### config.mk
export PLATFORM = sky130hd
export DESIGN_NAME = pwd_entry_ctrl
export DESIGN_NICKNAME = d
export VERILOG_FILES = /design/src/rtl/pwd_entry_ctrl.sv
export SDC_FILE = /design/constraint.sdc
export NUM_CORES = 1
export LEC_CHECK = 0
export CORE_MARGIN = 1
export CORE_UTILIZATION = 47
export CTS_CLUSTER_SIZE = 30
export DETAILED_ROUTE_END_ITERATION = 12
export HOLD_SLACK_MARGIN = 0.12
export PLACE_DENSITY = 0.77
export SLEW_MARGIN = 30
export SYNTH_ARGS = -nofsm -noshare
export SYNTH_HDL_FRONTEND = slang
export SYNTH_SLANG_ARGS = --single-unit
### constraint.sdc
create_clock -name clk -period 6.7 [get_ports clk]
set_clock_uncertainty 0.1 [all_clocks]
set_input_delay 2.01 -clock clk [delete_from_list [all_inputs] [get_ports clk]]
set_output_delay 2.01 -clock clk [all_outputs]
set_load 0.05 [all_outputs]
### src/rtl/pwd_entry_ctrl.sv
// Password-entry sequencer: debounced switches/key, password compare, attempt
// counting with timed lockout, Avalon-MM register file and masked interrupt.
module pwd_entry_ctrl #(
  parameter int              DW              = 18,
  parameter int              DEBOUNCE_CYCLES = 500000,
  parameter int              MAX_ATTEMPTS    = 3,
  parameter int              LOCKOUT_CYCLES  = 250000000,
  parameter logic [DW-1:0]   RESET_PWD       = '0
) (
  input  logic          clk,
  input  logic          reset_n,
  input  logic [1:0]    address,
  input  logic          chipselect,
  input  logic          write_n,
  input  logic [31:0]   writedata,
  output logic [31:0]   readdata,
  output logic          irq,
  input  logic [DW-1:0] sw_in,
  input  logic          submit_n,
  output logic          unlocked,
  output logic          locked_out
);

  localparam int DBW = $clog2(DEBOUNCE_CYCLES + 1);
  localparam int AW  = $clog2(MAX_ATTEMPTS + 1);
  localparam int TW  = $clog2(LOCKOUT_CYCLES + 1);

  typedef enum logic [2:0] {
    S_IDLE    = 3'd0,
    S_CHECK   = 3'd1,
    S_GRANT   = 3'd2,
    S_DENY    = 3'd3,
    S_LOCKOUT = 3'd4
  } state_t;

  logic [DW-1:0]  r_sw_s1, r_sw_s2, r_sw_lvl, r_sw_stable;
  logic [DBW-1:0] r_sw_cnt, r_key_cnt;
  logic           r_sub_s1, r_sub_s2, r_key_lvl, r_armed;
  logic [DW-1:0]  r_entry, r_pwd;
  logic [3:0]     r_ctrl;
  logic           r_grant_evt, r_deny_evt, r_lock_evt;
  logic [AW-1:0]  r_attempts;
  logic [TW-1:0]  r_timer;
  state_t         r_state;

  state_t         w_state_nxt;
  logic [AW-1:0]  w_attempts_nxt;
  logic [TW-1:0]  w_timer_nxt;
  logic           w_set_grant, w_set_deny, w_set_lock, w_latch;
  logic           w_sw_hit, w_key_hit, w_press;
  logic           w_wr, w_wr_pwd, w_wr_ctrl, w_wr_st;
  logic           w_grant_nxt, w_deny_nxt, w_lock_nxt;
  logic [3:0]     w_ctrl_nxt;
  logic [31:0]    w_rdata;

  always_ff @(posedge clk or negedge reset_n) begin
    if (!reset_n) begin
      r_sw_s1  <= '0;
      r_sw_s2  <= '0;
      r_sub_s1 <= 1'b0;
      r_sub_s2 <= 1'b0;
    end else begin
      r_sw_s1  <= sw_in;
      r_sw_s2  <= r_sw_s1;
      r_sub_s1 <= submit_n;
      r_sub_s2 <= r_sub_s1;
    end
  end

  // Hit fires exactly once per stable period: the cycle the count reaches the limit.
  assign w_sw_hit  = (r_sw_s2 == r_sw_lvl) && (r_sw_cnt == DBW'(DEBOUNCE_CYCLES - 1));
  assign w_key_hit = (r_sub_s2 == r_key_lvl) && (r_key_cnt == DBW'(DEBOUNCE_CYCLES - 1));
  assign w_press   = w_key_hit && !r_key_lvl && r_armed;

  always_ff @(posedge clk or negedge reset_n) begin
    if (!reset_n) begin
      r_sw_lvl    <= '0;
      r_sw_cnt    <= '0;
      r_sw_stable <= '0;
    end else begin
      if (r_sw_s2 != r_sw_lvl) begin
        r_sw_lvl <= r_sw_s2;
        r_sw_cnt <= '0;
      end else if (r_sw_cnt != DBW'(DEBOUNCE_CYCLES)) begin
        r_sw_cnt <= r_sw_cnt + DBW'(1);
      end
      if (w_sw_hit) r_sw_stable <= r_sw_lvl;
    end
  end

  // Armed only after a debounced release, so a held button yields one press.
  always_ff @(posedge clk or negedge reset_n) begin
    if (!reset_n) begin
      r_key_lvl <= 1'b0;
      r_key_cnt <= '0;
      r_armed   <= 1'b0;
    end else begin
      if (r_sub_s2 != r_key_lvl) begin
        r_key_lvl <= r_sub_s2;
        r_key_cnt <= '0;
      end else if (r_key_cnt != DBW'(DEBOUNCE_CYCLES)) begin
        r_key_cnt <= r_key_cnt + DBW'(1);
      end
      if (w_key_hit) r_armed <= r_key_lvl;
    end
  end

  assign w_wr      = chipselect && !write_n;
  assign w_wr_pwd  = w_wr && (address == 2'd1);
  assign w_wr_ctrl = w_wr && (address == 2'd2);
  assign w_wr_st   = w_wr && (address == 2'd3);

  always_comb begin
    w_state_nxt    = r_state;
    w_attempts_nxt = r_attempts;
    w_timer_nxt    = r_timer;
    w_set_grant    = 1'b0;
    w_set_deny     = 1'b0;
    w_set_lock     = 1'b0;
    w_latch        = 1'b0;
    case (r_state)
      S_IDLE: begin
        if (w_press && r_ctrl[0]) begin
          w_latch     = 1'b1;
          w_state_nxt = S_CHECK;
        end
      end
      S_CHECK: begin
        if (r_entry == r_pwd) begin
          w_attempts_nxt = '0;
          w_set_grant    = 1'b1;
          w_state_nxt    = S_GRANT;
        end else if ((32'(r_attempts) + 32'd1) < 32'(MAX_ATTEMPTS)) begin
          w_attempts_nxt = r_attempts + AW'(1);
          w_set_deny     = 1'b1;
          w_state_nxt    = S_DENY;
        end else begin
          w_attempts_nxt = AW'(MAX_ATTEMPTS);
          w_set_lock     = 1'b1;
          w_timer_nxt    = TW'(LOCKOUT_CYCLES - 1);
          w_state_nxt    = S_LOCKOUT;
        end
      end
      S_GRANT: begin
        if (w_wr_st && writedata[0]) w_state_nxt = S_IDLE;
      end
      S_DENY: w_state_nxt = S_IDLE;
      S_LOCKOUT: begin
        if (r_timer == '0) begin
          w_attempts_nxt = '0;
          w_state_nxt    = S_IDLE;
        end else begin
          w_timer_nxt = r_timer - TW'(1);
        end
      end
      default: w_state_nxt = S_IDLE;
    endcase
  end

  always_ff @(posedge clk or negedge reset_n) begin
    if (!reset_n) begin
      r_state    <= S_IDLE;
      r_attempts <= '0;
      r_timer    <= '0;
    end else begin
      r_state    <= w_state_nxt;
      r_attempts <= w_attempts_nxt;
      r_timer    <= w_timer_nxt;
    end
  end

  // A new event in the same cycle as its W1C clear keeps the event set.
  assign w_grant_nxt = (r_grant_evt & ~(w_wr_st & writedata[2])) | w_set_grant;
  assign w_deny_nxt  = (r_deny_evt  & ~(w_wr_st & writedata[3])) | w_set_deny;
  assign w_lock_nxt  = (r_lock_evt  & ~(w_wr_st & writedata[4])) | w_set_lock;
  assign w_ctrl_nxt  = w_wr_ctrl ? writedata[3:0] : r_ctrl;

  always_ff @(posedge clk or negedge reset_n) begin
    if (!reset_n) begin
      r_pwd       <= RESET_PWD;
      r_ctrl      <= '0;
      r_entry     <= '0;
      r_grant_evt <= 1'b0;
      r_deny_evt  <= 1'b0;
      r_lock_evt  <= 1'b0;
      irq         <= 1'b0;
    end else begin
      if (w_wr_pwd) r_pwd <= writedata[DW-1:0];
      if (w_latch)  r_entry <= r_sw_stable;
      r_ctrl      <= w_ctrl_nxt;
      r_grant_evt <= w_grant_nxt;
      r_deny_evt  <= w_deny_nxt;
      r_lock_evt  <= w_lock_nxt;
      irq         <= |({w_lock_nxt, w_deny_nxt, w_grant_nxt} & w_ctrl_nxt[3:1]);
    end
  end

  assign unlocked   = (r_state == S_GRANT);
  assign locked_out = (r_state == S_LOCKOUT);

  always_comb begin
    w_rdata = '0;
    case (address)
      2'd0: w_rdata = 32'(r_sw_stable);
      2'd2: w_rdata = {28'b0, r_ctrl};
      2'd3: w_rdata = {13'b0, r_state, 8'(r_attempts), 3'b0,
                       r_lock_evt, r_deny_evt, r_grant_evt, locked_out, unlocked};
      default: w_rdata = '0;
    endcase
  end

  always_ff @(posedge clk or negedge reset_n) begin
    if (!reset_n) readdata <= '0;
    else          readdata <= w_rdata;
  end

endmodule

# ---- Word-level counts from Yosys, hierarchy flattened
# Cells that the tools add are included.
dict set report word_totals {
  reg_bits 223
  elab_cells 114
}
dict set report classes {
  add_sub_neg 5
  order_cmp 1
  eq_ne 21
  mux 30
  n_bitwise 13
  n_reduce_logical 22
}
# operator count
set op_table {}
lappend op_table {{28-bit 2-to-1 mux} 3}
lappend op_table {{19-bit 2-to-1 mux} 4}
lappend op_table {{19-bit case mux with 3 select lines} 1}
lappend op_table {{28-bit case mux with 2 select lines} 1}
lappend op_table {{19-bit by 1-bit adder with 19-bit output, second input constant} 2}
lappend op_table {{19-bit == test, second input constant} 2}
lappend op_table {{19-bit inequality test, second input constant} 2}
lappend op_table {{18-bit == test} 2}
lappend op_table {{28-bit zero test} 1}
lappend op_table {{28-bit by 1-bit subtractor with 28-bit output, second input constant} 1}
lappend op_table {{18-bit inequality test} 1}
lappend op_table {{3-bit 2-to-1 mux} 5}
lappend op_table {{3-bit case mux with 4 select lines} 1}
lappend op_table {{1-bit logical AND} 10}
lappend op_table {{1-bit 2-to-1 mux} 10}
lappend op_table {{2-bit inequality test, second input constant} 4}
lappend op_table {{1-bit bitwise AND} 6}
lappend op_table {{2-bit 2-to-1 mux} 3}
lappend op_table {{2-bit nonzero test} 3}
lappend op_table {{2-bit == test, second input constant} 2}
lappend op_table {{4-bit 2-to-1 mux} 1}
lappend op_table {{2-bit by 1-bit inequality test with 1-bit output, second input constant} 2}
lappend op_table {{2-bit case mux with 2 select lines} 1}
lappend op_table {{4-bit AND reduction} 1}
lappend op_table {{18 further kinds} 23}

# ---- Depth between registers and ports, before layout
dict set report logic_depth {
  depth_word 9
  ltp_mapped 8
  mapped_depth_nobuf 7
}

# ---- Least setup slack after synthesis
# No wires, ideal clock.
dict set report synth_path {
  path_kind {input -> register}
  start {input port address[1]}
  end {register irq}
  setup_ps 130
  arrival_time_ps 3629
  setup_slack_ps 2841
  stages 6
  n_path_buf 1
  path_cell_list {clkbuf_1 > nor4bb_1 > mux2_2 > nor2b_1 > a211oi_1 > nand3_1}
}
dict set report synth_via {
  word_cells_on_any_way 19
}
# element line
set synth_lines {}
lappend synth_lines {{from (decl)} 12} ;# input logic [1:0] address,
lappend synth_lines {{2-bit == test} 110} ;# assign w_wr_ctrl = w_wr && (address == 2'd2);
lappend synth_lines {{1-bit logical AND} 110}
lappend synth_lines {{4-bit 2-to-1 mux} 176} ;# assign w_ctrl_nxt = w_wr_ctrl ? writedata[3:0] : r_ctrl;
lappend synth_lines {{net w_ctrl_nxt[2]} 53} ;# logic [3:0] w_ctrl_nxt;
lappend synth_lines {{3-bit bitwise AND} 194} ;# irq <= |({w_lock_nxt, w_deny_nxt, w_grant_nxt} & w_ctrl_nxt[3:1]);
lappend synth_lines {{3-bit OR reduction} 194}
lappend synth_lines {{to (signal assigned)} 194}
lappend synth_lines {{to (decl)} 17} ;# output logic irq,
# The timed path passes the listed nets, and every way through them passes these cells.
# A chain may end at the register's enable or synchronous reset.

# ---- Final worst setup path
dict set report layout_path {
  start {register r_state[1]}
  end {output port locked_out}
}
dict set report layout_via {
  elab_chain_len 1
}
# element line
set layout_rtl {}
lappend layout_rtl {{from (decl)} 44} ;# state_t r_state;
lappend layout_rtl {{from (signal assigned)} 166} ;# r_state <= w_state_nxt;
lappend layout_rtl {{3-bit == test} 199} ;# assign locked_out = (r_state == S_LOCKOUT);
lappend layout_rtl {{to (decl)} 21} ;# output logic locked_out
# No other way between the ends.

==> Implementation_results.wiki <==
{| class="wikitable"
! Metric !! Value
|-
| Run status || completed
|-
| Unrepaired setup endpoints after global routing || false
|-
| Synthesized instance count || 744
|-
| Final cycle utilization of the critical path || 67.25%
|-
| Leading cell types by total area after synthesis || sky130_fd_sc_hd__dfrtp_1 (59%), sky130_fd_sc_hd__mux2_2 (6.6%), sky130_fd_sc_hd__xor2_1 (4.2%)
|-
| Wire length per cell || 16.76 um
|-
| Clock latency on the worst-skew pair || 0.51 ns
|-
| Number of buffers inserted during clock tree synthesis || 22
|-
| Sequential fraction of design power || 49.9%
|-
| Highest-utilization routing layer at the global route stage || met2
|-
| Final number of setup-violating endpoints || 0
|-
| Clk Tree Root Cell || sky130_fd_sc_hd__clkbuf_16
|-
| Initial antenna violation count || 2
|-
| Worst reg2reg path endpoint || r_entry[15]$_DFFE_PN0P_
|-
| Die outline width || 139.5 um
|-
| Count of state elements after synthesis || 210
|-
| Height of the die || 139.5 um
|-
| Wire length of the first global-routing pass || 28.69 mm
|-
| Required time of the critical path || 4.59 ns
|-
| TritonCTS clock tree || done
|-
| Ratio of cells with drive above 1 in the final layout || 13.24%
|-
| Fraction of synthesized cell area in xor and xnor cells || 6.504%
|-
| Internal Dissipation || 2102 uW
|-
| Initial Utilization || 48.64%
|-
| Distinct cells, synth || 53
|-
| Slew at the pin closest to its max-slew limit || 0.8276 ns
|-
| Setup Crit Path Kind || reg2out
|-
| Count of buffers added by post-CTS timing repair for setup || 0
|-
| Floorplan Core Area || 18270 um^2
|-
| Remaining global-route overflow || 0
|-
| Worst R2R Setup Slack || 3.71 ns
|-
| Peak ir drop on the vdd network || 0.1888 mV
|-
| Most frequently used flop master after synthesis || sky130_fd_sc_hd__dfrtp_1
|-
| Detailed placer's ending HPWL || 11.50 mm
|-
| Global-route met1 utilization || 26.47%
|-
| Post-cts repair resize count || 0
|-
| Number of buffers inserted for hold repair after clock tree synthesis || 0
|-
| Clock slew at reported path FFs || 0.06 ns
|-
| Count of endpoints failing hold in the final timing report || 0
|-
| Pins Over Slew Limit || 0
|-
| Via count normalized by instance count || 5.462
|-
| Number of global-route vias before repair || 5591
|-
| Met3 Track Usage GR || 3.785%
|-
| Adder-cell area share of the yosys netlist || 0.8447%
|-
| Cells on worst reg2reg path || 6
|-
| Floorplan row count || 49
|-
| Clock sink total || 210
|-
| Start point of the critical path || r_state[1]$_DFFE_PN0P_
|-
| Synth Area per Inst || 11.95 um^2
|-
| Area used by multi-input combinational logic || 3356 um^2
|-
| Smallest setup slack after layout || 2.194 ns
|-
| Total die area || 19460 um^2
|-
| Switching power || 634.0 uW
|-
| Proportion of synthesized chip area in sequential cells || 59.13%
|-
| Clock network fraction of total power || 42.2%
|-
| Slew margin rel. || 44.71%
|-
| Total number of vias || 5670
|-
| Min cycle time layout || 4.506 ns
|-
| RD Place Congestion || 0.8595
|-
| Detailed-route DRC error count || 0
|-
| Top-level port count || 92
|-
| GR met2 Demand/Resource || 28.62%
|-
| Post-synth top area cell || sky130_fd_sc_hd__dfrtp_1
|-
| Net Sw Frac || 23.18%
|-
| Type of origin of the critical path || register
|-
| Final standard cell count with taps included and fillers excluded || 1038
|-
| R2r startpoint || r_key_cnt[0]$_DFFE_PN0P_
|-
| GRT Util Overall || 18.43%
|-
| Register Area || 5255 um^2
|-
| Cell count after placement || 1000
|-
| Number of detailed-routing iterations run before antenna repair || 4
|-
| CTS Buffer Depth || 3
|-
| Area growth, synth to finish || 16.58%
|-
| Hold_ws || 0.2352 ns
|-
| Layout fillers || 1478
|-
| Combinational family with the most area after synthesis || simple AND/OR/NAND/NOR gates
|-
| Proportion of power drawn by combinational gates || 7.9%
|-
| Maximum number of pins on one net before global-route repair || 135
|-
| Cell area after synthesis || 8887 um^2
|-
| Async set or reset register ratio after synthesis || 100.0%
|-
| Count of input and output buffers || 64
|-
| Compound-gate portion of the synthesized area || 5.646%
|-
| Number of enable-type register cells in the synthesized netlist || 0
|-
| P_leak || 0.004726 uW
|-
| Total negative slack || 0 ns
|-
| Post-route ant nets || 0
|-
| Simple-gate portion of the synthesized area || 15.75%
|-
| Violation count after the first detailed-route iteration || 281
|-
| Top-area cell type share of the netlist area || 59.13%
|-
| Biggest fanout along the worst timing path || 6
|-
| Worst setup path endpoint || locked_out
|-
| YS warnings || 0
|-
| Total power divided by cell area || 264.0 nW/um^2
|-
| DRT Wirelength || 17.39 mm
|-
| Number of nets in the finished design || 858
|-
| Max-cap violations || 0
|-
| Setup Slack @ Placement || 2.086 ns
|-
| Proportion of synthesized area in mux cells || 8.208%
|-
| Data arrival, critical path || 2.40 ns
|-
| Worst hold path class || reg2reg
|-
| Critical path capture point type || output port
|-
| Maximum level of the CTS H-tree || 1
|-
| Maximum clock frequency || 221.9 MHz
|}
-- metal layers --
layer	part of all wire, %	up-vias
met5	0.069	-
met4	1.6	2
met3	4.9	28
met2	46	105
met1	47	2849
li1	-	2686
-- critical path: stages (launching register included) --
cell,delay [ns]
sky130_fd_sc_hd__dfrtp_1,0.44
sky130_fd_sc_hd__nor3b_1,0.48
sky130_fd_sc_hd__clkdlybuf4s50_1,0.96
-- worst min path at each step --
stage / from / slack (ns) / to / depth (start not counted)
3_5_place_dp: r_sw_s1[9]$_DFF_PN0_ / 0.23 / r_sw_s2[9]$_DFF_PN0_ / 0
6_report: r_sw_s1[12]$_DFF_PN0_ / 0.24 / r_sw_s2[12]$_DFF_PN0_ / 0
3_3_place_gp: r_sw_s1[9]$_DFF_PN0_ / 0.23 / r_sw_s2[9]$_DFF_PN0_ / 0
2_1_floorplan: r_sub_s1$_DFF_PN0_ / 0.23 / r_sub_s2$_DFF_PN0_ / 0
4_1_cts: r_sw_s1[12]$_DFF_PN0_ / 0.24 / r_sw_s2[12]$_DFF_PN0_ / 0
5_1_grt: r_sw_s1[15]$_DFF_PN0_ / 0.25 / r_sw_s2[15]$_DFF_PN0_ / 0
-- cell usage in the layout (no fill, tap or decap), types with 18 or more instances in the layout --
master | netlist | final
sky130_fd_sc_hd__dfrtp_1 | 210 | 210
sky130_fd_sc_hd__clkdlybuf4s50_1 | 0 | 63
sky130_fd_sc_hd__mux2_2 | 52 | 52
sky130_fd_sc_hd__nor2_1 | 45 | 45
sky130_fd_sc_hd__xor2_1 | 43 | 43
sky130_fd_sc_hd__nand3_1 | 42 | 42
sky130_fd_sc_hd__xnor2_1 | 23 | 23
sky130_fd_sc_hd__or3_1 | 23 | 23
sky130_fd_sc_hd__clkbuf_16 | 0 | 23
sky130_fd_sc_hd__o21ai_0 | 23 | 22
sky130_fd_sc_hd__nand2_1 | 21 | 21
sky130_fd_sc_hd__inv_1 | 19 | 19
sky130_fd_sc_hd__a21oi_1 | 18 | 18
-- state kept, by name (all words and copies together) (netlist names), 2 cells and up --
name	flops
readdata	19
r_timer	28
r_key_cnt	19
r_entry	18
r_attempts	2
r_sw_s1	18
r_sw_lvl	18
r_sw_s2	18
r_state	3
r_pwd	18
r_sw_stable	18
r_ctrl	4
r_sw_cnt	19
-- per-stage QoR --
step / total power, uW / util [%] / area, um^2
6_report: 2736 / 56.71 / 10360
2_1_floorplan: 1514 / - / 8932
5_1_grt: 2838 / 56.70 / 10360
3_5_place_dp: 1604 / 52.89 / 9663
4_1_cts: 2762 / 56.66 / 10350
3_3_place_gp: 1598 / 52.89 / 9663
-- power by group through the flow --
stage	clock network [uW]	logic [uW]	registers [uW]
after global placement	0	212	1390
final	1150	216	1370
after detailed placement	0	216	1390
after CTS	1180	218	1370
after global routing	1230	237	1370
after floorplan	0	121	1390
-- cell families (layout without fill, tap and decap cells) --
group | Yosys count | after routing
other | 1 | 14
multiplexers | 65 | 65
AND/OR/NAND/NOR | 244 | 244
XOR/XNOR | 66 | 66
buffers and inverters | 74 | 126
AO/OA/AOI/OAI | 78 | 78
adder cells (fa/ha/maj) | 6 | 6
flip-flops | 210 | 210
-- synthesized netlist by cell type, types with 2 or more instances --
cell type	number
sky130_fd_sc_hd__o21ai_0	23
sky130_fd_sc_hd__nand3_1	42
sky130_fd_sc_hd__nand4_1	6
sky130_fd_sc_hd__nor3b_1	2
sky130_fd_sc_hd__nand4b_1	2
sky130_fd_sc_hd__and4_1	3
sky130_fd_sc_hd__or4_1	18
sky130_fd_sc_hd__mux2_2	52
sky130_fd_sc_hd__nor4_1	17
sky130_fd_sc_hd__ha_1	6
sky130_fd_sc_hd__buf_4	13
sky130_fd_sc_hd__nor2b_1	2
sky130_fd_sc_hd__a21oi_1	18
sky130_fd_sc_hd__or4b_1	2
sky130_fd_sc_hd__nand3b_1	3
sky130_fd_sc_hd__a22o_1	10
sky130_fd_sc_hd__mux2i_1	2
sky130_fd_sc_hd__and2_1	13
sky130_fd_sc_hd__mux2_1	11
sky130_fd_sc_hd__o41ai_1	2
sky130_fd_sc_hd__dfrtp_1	210
sky130_fd_sc_hd__nor4bb_1	2
sky130_fd_sc_hd__xnor2_1	23
sky130_fd_sc_hd__clkbuf_1	36
sky130_fd_sc_hd__or2_2	6
sky130_fd_sc_hd__and4b_1	3
sky130_fd_sc_hd__xor2_1	43
sky130_fd_sc_hd__a21boi_0	2
sky130_fd_sc_hd__o21a_1	2
sky130_fd_sc_hd__o211ai_1	2
sky130_fd_sc_hd__inv_1	19
sky130_fd_sc_hd__nand2b_1	7
sky130_fd_sc_hd__nand2_1	21
sky130_fd_sc_hd__buf_2	2
sky130_fd_sc_hd__nor2_1	45
sky130_fd_sc_hd__or3_1	23
sky130_fd_sc_hd__o31ai_1	15
sky130_fd_sc_hd__buf_6	2
sky130_fd_sc_hd__and3_1	7
sky130_fd_sc_hd__nor3_1	13
sky130_fd_sc_hd__buf_1	2
-- final cells by class --
| cell class | instances | share of cell area [%] |
|---|---|---|
| Tap cell | 229 | 2.765 |
| Sequential cell | 210 | 50.72 |
| Clock buffer | 29 | 5.965 |
| Multi-Input combinational cell | 472 | 32.39 |
| Antenna cell | 1 | 0.02415 |
| Inverter | 19 | 0.6883 |
| Timing Repair Buffer | 70 | 6.775 |
| Clock inverter | 8 | 0.6762 |
Power figures use the tool's default switching activity.
